`config.mk`:
```
export PLATFORM = sky130hd
export DESIGN_NAME = mem_port_arbiter
export DESIGN_NICKNAME = d
export VERILOG_FILES = /design/src/rtl/mem_port_arbiter.sv
export SDC_FILE = /design/constraint.sdc
export NUM_CORES = 1
export LEC_CHECK = 0
export CORE_ASPECT_RATIO = 0.7
export CORE_MARGIN = 2
export CORE_UTILIZATION = 40
export DETAILED_ROUTE_END_ITERATION = 6
export HOLD_SLACK_MARGIN = 0.1
export PLACE_DENSITY_LB_ADDON = 0.15
export SYNTH_ARGS = -nofsm -noshare
export SYNTH_HDL_FRONTEND = slang
export SYNTH_SLANG_ARGS = --single-unit
```
`constraint.sdc`:
```
create_clock -name clk_i -period 2.75 [get_ports clk_i]
set_input_delay 0.825 -clock clk_i [delete_from_list [all_inputs] [get_ports clk_i]]
set_output_delay 0.825 -clock clk_i [all_outputs]
set_load 0.01 [all_outputs]
```
`src/rtl/mem_port_arbiter.sv`:
```
`default_nettype none
// ============================================================================
// Module   : mem_port_arbiter
// Purpose  : Shares one single-ported unified memory between the multicycle
//            CPU controller and the DMA/program loader. Round-robin
//            arbitration, address/data capture at grant, a configurable
//            wait-state counter, and a one-cycle ack pulse with registered
//            read data.
// Ports    : clk_i, rst_ni            clock / async active-low reset
//            cpu_req_i, cpu_we_i      CPU request and direction (1 = write)
//            cpu_addr_i, cpu_wdata_i  CPU address / write data
//            cpu_rdata_o, cpu_ack_o   CPU read data (valid with ack) / ack
//            cpu_stall_o              cpu_req_i & ~cpu_ack_o
//            dma_*                    same set for the DMA requester
//            mem_addr_o, mem_wdata_o  registered memory address / write data
//            mem_rd_o, mem_wr_o       memory strobes (never both high)
//            mem_rdata_i              memory read data
// Revision : 1.0  initial release
// ============================================================================
module mem_port_arbiter #(
  parameter int AW      = 5,
  parameter int DW      = 8,
  parameter int MEM_LAT = 1
) (
  input  logic          clk_i,
  input  logic          rst_ni,
  input  logic          cpu_req_i,
  input  logic          cpu_we_i,
  input  logic [AW-1:0] cpu_addr_i,
  input  logic [DW-1:0] cpu_wdata_i,
  output logic [DW-1:0] cpu_rdata_o,
  output logic          cpu_ack_o,
  output logic          cpu_stall_o,
  input  logic          dma_req_i,
  input  logic          dma_we_i,
  input  logic [AW-1:0] dma_addr_i,
  input  logic [DW-1:0] dma_wdata_i,
  output logic [DW-1:0] dma_rdata_o,
  output logic          dma_ack_o,
  output logic [AW-1:0] mem_addr_o,
  output logic [DW-1:0] mem_wdata_o,
  output logic          mem_rd_o,
  output logic          mem_wr_o,
  input  logic [DW-1:0] mem_rdata_i
);

  localparam int          CW       = $clog2(MEM_LAT + 1);
  localparam logic [CW-1:0] LAT_INIT = CW'(MEM_LAT - 1);
  localparam logic [CW-1:0] LAT_ONE  = CW'(1);

  localparam logic [1:0] ST_IDLE    = 2'd0;
  localparam logic [1:0] ST_ACC_CPU = 2'd1;
  localparam logic [1:0] ST_ACC_DMA = 2'd2;
  localparam logic [1:0] ST_ACK     = 2'd3;

  // Owner encoding shared by last_grant: 0 = CPU, 1 = DMA.
  localparam logic OWN_CPU = 1'b0;
  localparam logic OWN_DMA = 1'b1;

  logic [1:0]    state_q, state_d;
  logic [CW-1:0] lat_cnt_q;
  logic          last_grant_q;
  logic [AW-1:0] addr_q;
  logic [DW-1:0] wdata_q;
  logic          we_q;
  logic [DW-1:0] cpu_rdata_q;
  logic [DW-1:0] dma_rdata_q;

  logic w_grant_cpu;
  logic w_grant_dma;
  logic w_in_acc;
  logic w_lat_done;

  // Round-robin: on a tie the requester that did not win last time goes.
  assign w_grant_cpu = cpu_req_i & (~dma_req_i | (last_grant_q == OWN_DMA));
  assign w_grant_dma = dma_req_i & (~cpu_req_i | (last_grant_q == OWN_CPU));

  assign w_in_acc   = (state_q == ST_ACC_CPU) | (state_q == ST_ACC_DMA);
  assign w_lat_done = (lat_cnt_q == '0);

  // --------------------------------------------------------------------------
  // State register
  // --------------------------------------------------------------------------
  always_ff @(posedge clk_i or negedge rst_ni) begin
    if (!rst_ni) begin
      state_q <= ST_IDLE;
    end else begin
      state_q <= state_d;
    end
  end

  // --------------------------------------------------------------------------
  // Next-state logic
  // --------------------------------------------------------------------------
  always_comb begin
    state_d = state_q;
    unique case (state_q)
      ST_IDLE: begin
        if (w_grant_cpu) begin
          state_d = ST_ACC_CPU;
        end else if (w_grant_dma) begin
          state_d = ST_ACC_DMA;
        end
      end
      ST_ACC_CPU, ST_ACC_DMA: begin
        if (w_lat_done) begin
          state_d = ST_ACK;
        end
      end
      ST_ACK: begin
        // Always return through IDLE so arbitration gets a fresh look.
        state_d = ST_IDLE;
      end
      default: begin
        state_d = ST_IDLE;
      end
    endcase
  end

  // --------------------------------------------------------------------------
  // Outputs (decoded from registered state so reset drops them at once)
  // --------------------------------------------------------------------------
  always_comb begin
    mem_rd_o  = 1'b0;
    mem_wr_o  = 1'b0;
    cpu_ack_o = 1'b0;
    dma_ack_o = 1'b0;
    unique case (state_q)
      ST_ACC_CPU, ST_ACC_DMA: begin
        mem_rd_o = ~we_q;
        mem_wr_o = we_q;
      end
      ST_ACK: begin
        // last_grant was loaded at the grant edge, so it names the owner.
        cpu_ack_o = (last_grant_q == OWN_CPU);
        dma_ack_o = (last_grant_q == OWN_DMA);
      end
      default: begin
      end
    endcase
  end

  assign cpu_stall_o = cpu_req_i & ~cpu_ack_o;
  assign mem_addr_o  = addr_q;
  assign mem_wdata_o = wdata_q;
  assign cpu_rdata_o = cpu_rdata_q;
  assign dma_rdata_o = dma_rdata_q;

  // --------------------------------------------------------------------------
  // Transfer datapath: request capture, wait-state counter, read data
  // --------------------------------------------------------------------------
  always_ff @(posedge clk_i or negedge rst_ni) begin
    if (!rst_ni) begin
      lat_cnt_q    <= '0;
      last_grant_q <= OWN_DMA;
      addr_q       <= '0;
      wdata_q      <= '0;
      we_q         <= 1'b0;
      cpu_rdata_q  <= '0;
      dma_rdata_q  <= '0;
    end else begin
      if (state_q == ST_IDLE) begin
        if (w_grant_cpu) begin
          addr_q       <= cpu_addr_i;
          wdata_q      <= cpu_wdata_i;
          we_q         <= cpu_we_i;
          last_grant_q <= OWN_CPU;
          lat_cnt_q    <= LAT_INIT;
        end else if (w_grant_dma) begin
          addr_q       <= dma_addr_i;
          wdata_q      <= dma_wdata_i;
          we_q         <= dma_we_i;
          last_grant_q <= OWN_DMA;
          lat_cnt_q    <= LAT_INIT;
        end
      end else if (w_in_acc) begin
        if (w_lat_done) begin
          // Read data is valid on the final access cycle only.
          if (!we_q) begin
            if (state_q == ST_ACC_CPU) begin
              cpu_rdata_q <= mem_rdata_i;
            end else begin
              dma_rdata_q <= mem_rdata_i;
            end
          end
        end else begin
          lat_cnt_q <= lat_cnt_q - LAT_ONE;
        end
      end
    end
  end

endmodule
`default_nettype wire

```
# After elaboration in Yosys (flattened, before gate mapping)
# Index checks and enable logic that the tools add are counted.
[classes]
n_addsub = 1
multipliers = 0
div_mod_pow = 0
magnitude_cmp = 0
n_eq_ne = 5
n_shift = 0
n_mux = 21
bitwise_logic = 14
reduce_logical = 9
[ops]
columns = ["op", "count"]
rows = [
  ["$mux W8", 2],
  ["$mux W1", 13],
  ["$mux W5", 2],
  ["$reduce_and A5 Y1", 2],
  ["$not A1 Y1", 8],
  ["$mux W2", 3],
  ["$pmux W2 S3", 1],
  ["$reduce_and A2 Y1", 3],
  ["$eq A2 B2 Y1 const B", 2],
  ["$reduce_bool A2 Y1", 2],
  ["$and A1 B1 Y1", 3],
  ["$ne A3 B3 Y1 const B", 1],
  ["$or A1 B1 Y1", 3],
  ["$eq A2 B1 Y1 const B", 1],
  ["$logic_not A2 Y1", 1],
  ["$ne A2 B2 Y1 const B", 1],
  ["$reduce_or A2 Y1", 1],
  ["$sub A1 B1 Y1 const B", 1],
]
[word_totals]
register_bits = 34
latch_bits = 0
mem_bits_rw = 0
romBits = 0
input_bits = 40
n_memories = 0

# Longest topological paths before layout
# Gate-level depths: netlist of the first run.
[logic_depth]
depth_word = 6
ltp_mapped = 7
ltp_nobuf = 5

# Worst setup path after synthesis of the first run
# OpenSTA, ideal clock, no wires.
[synth_timing]
path_type = "input port to output port"
start = "input port cpu_req_i"
end = "output port cpu_stall_o"
arrival_ns = 1.435
required_time_ns = 1.925
setup_slack_ns = 0.490
cell_stages = 4
path_buffers = 2
path_cell_list = "buf_2 > inv_1 > clkbuf_1 > nor2_1"
[synth_via]
elab_chain_len = 1
[synth_rtl]
columns = ["item", "line", "rtl"]
rows = [
  ["from (decl)", "27", "input logic cpu_req_i,"],
  ["$and A1 B1 Y1", "143", "assign cpu_stall_o = cpu_req_i & ~cpu_ack_o;"],
  ["to (decl)", "33", "output logic cpu_stall_o,"],
]
# Every way passes these cells.

# Worst setup path after layout of the first run
[layout_timing]
start = "register state_q[0]"
end = "output port mem_rd_o"
[layout_via]
elab_chain_len = 3
[layout_rtl]
columns = ["item", "line", "rtl"]
rows = [
  ["from (decl)", "60", "logic [1:0] state_q, state_d;"],
  ["from (signal assigned)", "88", "state_q <= state_d;"],
  ["$eq A2 B2 Y1 or $eq A2 B1 Y1 (tied branches)", "128", "unique case (state_q)"],
  ["$reduce_or A2 Y1 *", "128", ""],
  ["$mux W1 *", "128", ""],
  ["to (decl)", "42", "output logic mem_rd_o,"],
]
# Every way passes the cells marked *; elsewhere a longest branch is shown, timed or not.

==> flow_summary_export.csv, run 1 <==
group,metric,value,unit
sta,maxSlewViolCount,0,
power,switchingPower,0.878,mW
clock_tree,htree_levels,2,
power,p_int,1.75,mW
power,p_sw_share,33.4,%
sta,hold_violations,0,
clock_tree,postCtsHoldBufs,0,
yosys,synthTopCellsByArea,"dfrtp_1 (53%), mux2_2 (12%), a31oi_1 (6.2%)",
yosys,synthArstFlopShare,100,%
clock_tree,clock_latency,280,ps
critical_path,critical_path_required,1930,ps
yosys,synthesis.area,1520,sq um
route,antenna_left,0,
route,drt-initial-drc-count,63,
yosys,synth_edf_count,0,
route,first_pass_iters,4,
yosys,ys.flop_type,"dfrtp_1",
clock_tree,numCtsBuffers,5,
floorplan,ios,74,
cells_and_area,area.growth.synth_to_final,58.7,%
critical_path,cp.depth,4,
yosys,synth.most_common_cell,"dfrtp_1",
yosys,synth_fp_nets,183,
sta,fin_crit,2580,ps
placed_design,place_congestion,0.833,
critical_path,path_cells,"inv_1, ha_4, nor2b_1, clkdlybuf4s50_1",
clock_tree,cts_sinks,33,
critical_path,max_stage_delay,540,ps
power,peakVddDrop,0.861,mV
power,powerDensity,1090,nW/um^2
critical_path,end_kind,"output port",
yosys,synth_top_area_share,52.6,%
clock_tree,cts_buffer_depth,2,
power,clockPowerShare,15.2,%
yosys,ys_types,24,
power,seqPwrFrac,33.8,%
floorplan,initial_core_util,42.5,%
placed_design,dp.final_hpwl,2.79,mm
cells_and_area,utilization,67.4,%
sta,setup_viol,0,
clock_tree,root_buffer,"clkbuf_8",
yosys,synth_top_area_cell,"dfrtp_1",
sta,timing.slew.headroom,45.7,%
route,routed_wl,3.93,mm
run,maxCapViolCount,0,
power,finalPower,2.63,mW
route,dr_total_vias,1348,
critical_path,crit_type,"register to output port",
critical_path,path_buf_inv,2,
placed_design,numPortBuffers,73,
critical_path,arrival,1760,ps
sta,skew,7.50,ps
cells_and_area,fin_nets,258,
global_routing,grt_pass1_wl,6.80,mm
critical_path,crit_path_start_kind,"register",
cells_and_area,final.fill_count,261,
yosys,avgSynthCellArea,10.9,sq um
floorplan,rows,18,
yosys,synth_common_cells,"dfrtp_1 (32), mux2_2 (16), o21ai_0 (16)",
global_routing,gr-total-overflow,0,
critical_path,path_max_fanout,4,
critical_path,path_delay_family,"buffers and inverters",
sta,layout_setup_ws,168,ps
power,p_leak,0.982,nW
cells_and_area,diodes,0,
critical_path,reg2regPathDepth,4,
route,vias_per_cell,5.09,
cells_and_area,multi_input_area,653,sq um
floorplan,core-area,3580,sq um
sta,fin_crit_sh,93.9,%
cells_and_area,drive_gt1_share,14.9,%
global_routing,grt_max_degree,34,
sta,worst_pin_slew,812,ps
sta,grt_setup_unrepaired,"no",
route,post_drt_wl_per_cell,14.8,microns
global_routing,gr-usage-all-layers,20.1,%
floorplan,dieArea,4320,sq um
floorplan,die_h,55.6,microns
clock_tree,cts_tree,"done",
power,combPwrFrac,51.0,%
global_routing,grt_pass1_vias,1352,
status,outcome,"finished, final reports clean",
floorplan,die_width,77.7,microns
yosys,synth-seq-cells,33,
clock_tree,clk_pin_slew_worst_paths,70,ps
hold_path,min_path_cells,1,
sta,fmax,0.387,GHz
critical_path,slowest_stage,"clkdlybuf4s50_1",
yosys,synth_cells,139,
global_routing,antenna_found_initial,0,
hold_path,min_path_type,"register to register",
yosys,ys_warn_count,0,
route,drc_errors,0,
yosys,ys_seq_area_share,54.4,%
cells_and_area,seqCellArea,827,sq um
placed_design,dp_worst_setup_slack,-57.3,ps
-- logic make-up (layout without fill, tap and decap cells) --
kind of cell / count (synthesis) / after routing / synth area share (%)
flip-flops: 33 / 33 / 54.4
multiplexers: 16 / 16 / 11.8
adder cells (fa/ha/maj): 4 / 4 / 3.29
AND/OR/NAND/NOR: 39 / 39 / 13.7
buffers and inverters: 12 / 88 / 3.54
AO/OA/AOI/OAI: 35 / 35 / 13.3
-- power groups by stage --
stage / clock (mW) / combinational, mW / sequential, mW
global route: 0.434 / 1.45 / 0.924
floorplan: 0 / 0.558 / 0.985
CTS: 0.408 / 1.33 / 0.890
detailed placement: 0 / 1.32 / 0.898
finish: 0.399 / 1.34 / 0.888
global placement: 0 / 1.29 / 0.884
-- metrics by stage --
stage / instances / hold WS (ps) / setup TNS, ps / area (sq um)
after global placement: 257 / 489 / -50.1 / 2300
after CTS: 265 / 511 / 0 / 2400
final: 265 / 504 / 0 / 2410
after floorplan: 139 / 522 / 0 / 1520
after global routing: 265 / 526 / 0 / 2410
after detailed placement: 257 / 496 / -57.3 / 2300
-- layout make-up --
cell class,instances,share of cell area [%]
clock inverter,1,0.207
inverter,3,0.466
sequential,33,34.2
multi-input combinational,94,27.0
timing repair buffer,77,31.5
tap,50,2.59
clock buffer,7,3.99
-- path summary, 6_finish.rpt --
check	startpoint	to	slack, ps
max	state_q[0]	mem_rd_o	170
min	cpu_rdata_o[0]	cpu_rdata_o[0]	500
max reg2reg	state_q[0]	dma_rdata_o[6]	850
min reg2reg	cpu_rdata_o[0]	cpu_rdata_o[0]	500
max in group asynchronous	rst_ni	last_grant_q	1490
min in group asynchronous	rst_ni	mem_wdata_o[2]	930
-- sequential cells by signal (all words and copies together) (netlist names) --
| signal | count |
|---|---|
| last_grant_q | 1 |
| mem_addr_o | 5 |
| we_q | 1 |
| mem_wdata_o | 8 |
| cpu_rdata_o | 8 |
| dma_rdata_o | 8 |
| state_q | 2 |
-- worst reg2reg max path: cells and delay by family (launching register included) --
family | cells | cell delay (ps)
flip-flops | 1 | 410
AND/OR/NAND/NOR | 1 | 650
buffers and inverters | 1 | 140
adder cells (fa/ha/maj) | 1 | 160
multiplexers | 1 | 410
-- layer usage --
metal | vias up | GRT usage (%) | part of all wire [%]
met1 | 652 | 25.0 | 43
met4 | 0 | 7.14 | 1.8
met2 | 42 | 33.1 | 50
met3 | 8 | 6.49 | 5.4
li1 | 646 | - | -
met5 | - | 0 | 0
-- placed cells by master (no fill, tap or decap), drive strengths merged --
cell / Yosys / layout
o21ai: 16 / 16
dlygate4sd2: 0 / 1
a21boi: 1 / 1
nor3b: 1 / 1
and2b: 1 / 1
nor2: 15 / 15
mux2: 16 / 16
nor2b: 3 / 3
clkinv: 0 / 1
buf: 7 / 4
a21oi: 1 / 1
nand2: 1 / 1
o221ai: 1 / 1
ha: 4 / 4
clkdlybuf4s50: 0 / 72
a31oi: 15 / 15
clkbuf: 2 / 7
nand3: 14 / 14
o21a: 1 / 1
nand2b: 2 / 2
dfstp: 1 / 1
inv: 3 / 3
dfrtp: 32 / 32
and2: 2 / 2
-- timing repair --
| action | in CTS | in global routing |
|---|---|---|
| setup buffers | 0 | 0 |
| gates resized for setup | 1 | 1 |
| setup endpoints to repair | 1 | 1 |
| pin swaps | 0 | 0 |
No activity file was read; power rests on OpenSTA's default activity.
==> run 2: changes to the inputs <==
--- a/config.mk
+++ b/config.mk
@@ -8,9 +8,11 @@
 export CORE_ASPECT_RATIO = 0.7
 export CORE_MARGIN = 2
 export CORE_UTILIZATION = 40
+export CTS_CLUSTER_SIZE = 12
 export DETAILED_ROUTE_END_ITERATION = 6
 export HOLD_SLACK_MARGIN = 0.1
 export PLACE_DENSITY_LB_ADDON = 0.15
+export SLEW_MARGIN = 20
 export SYNTH_ARGS = -nofsm -noshare
 export SYNTH_HDL_FRONTEND = slang
 export SYNTH_SLANG_ARGS = --single-unit
==> results of run 2 <==
The final DEF is identical to that of run 1; final timing and power are the same.
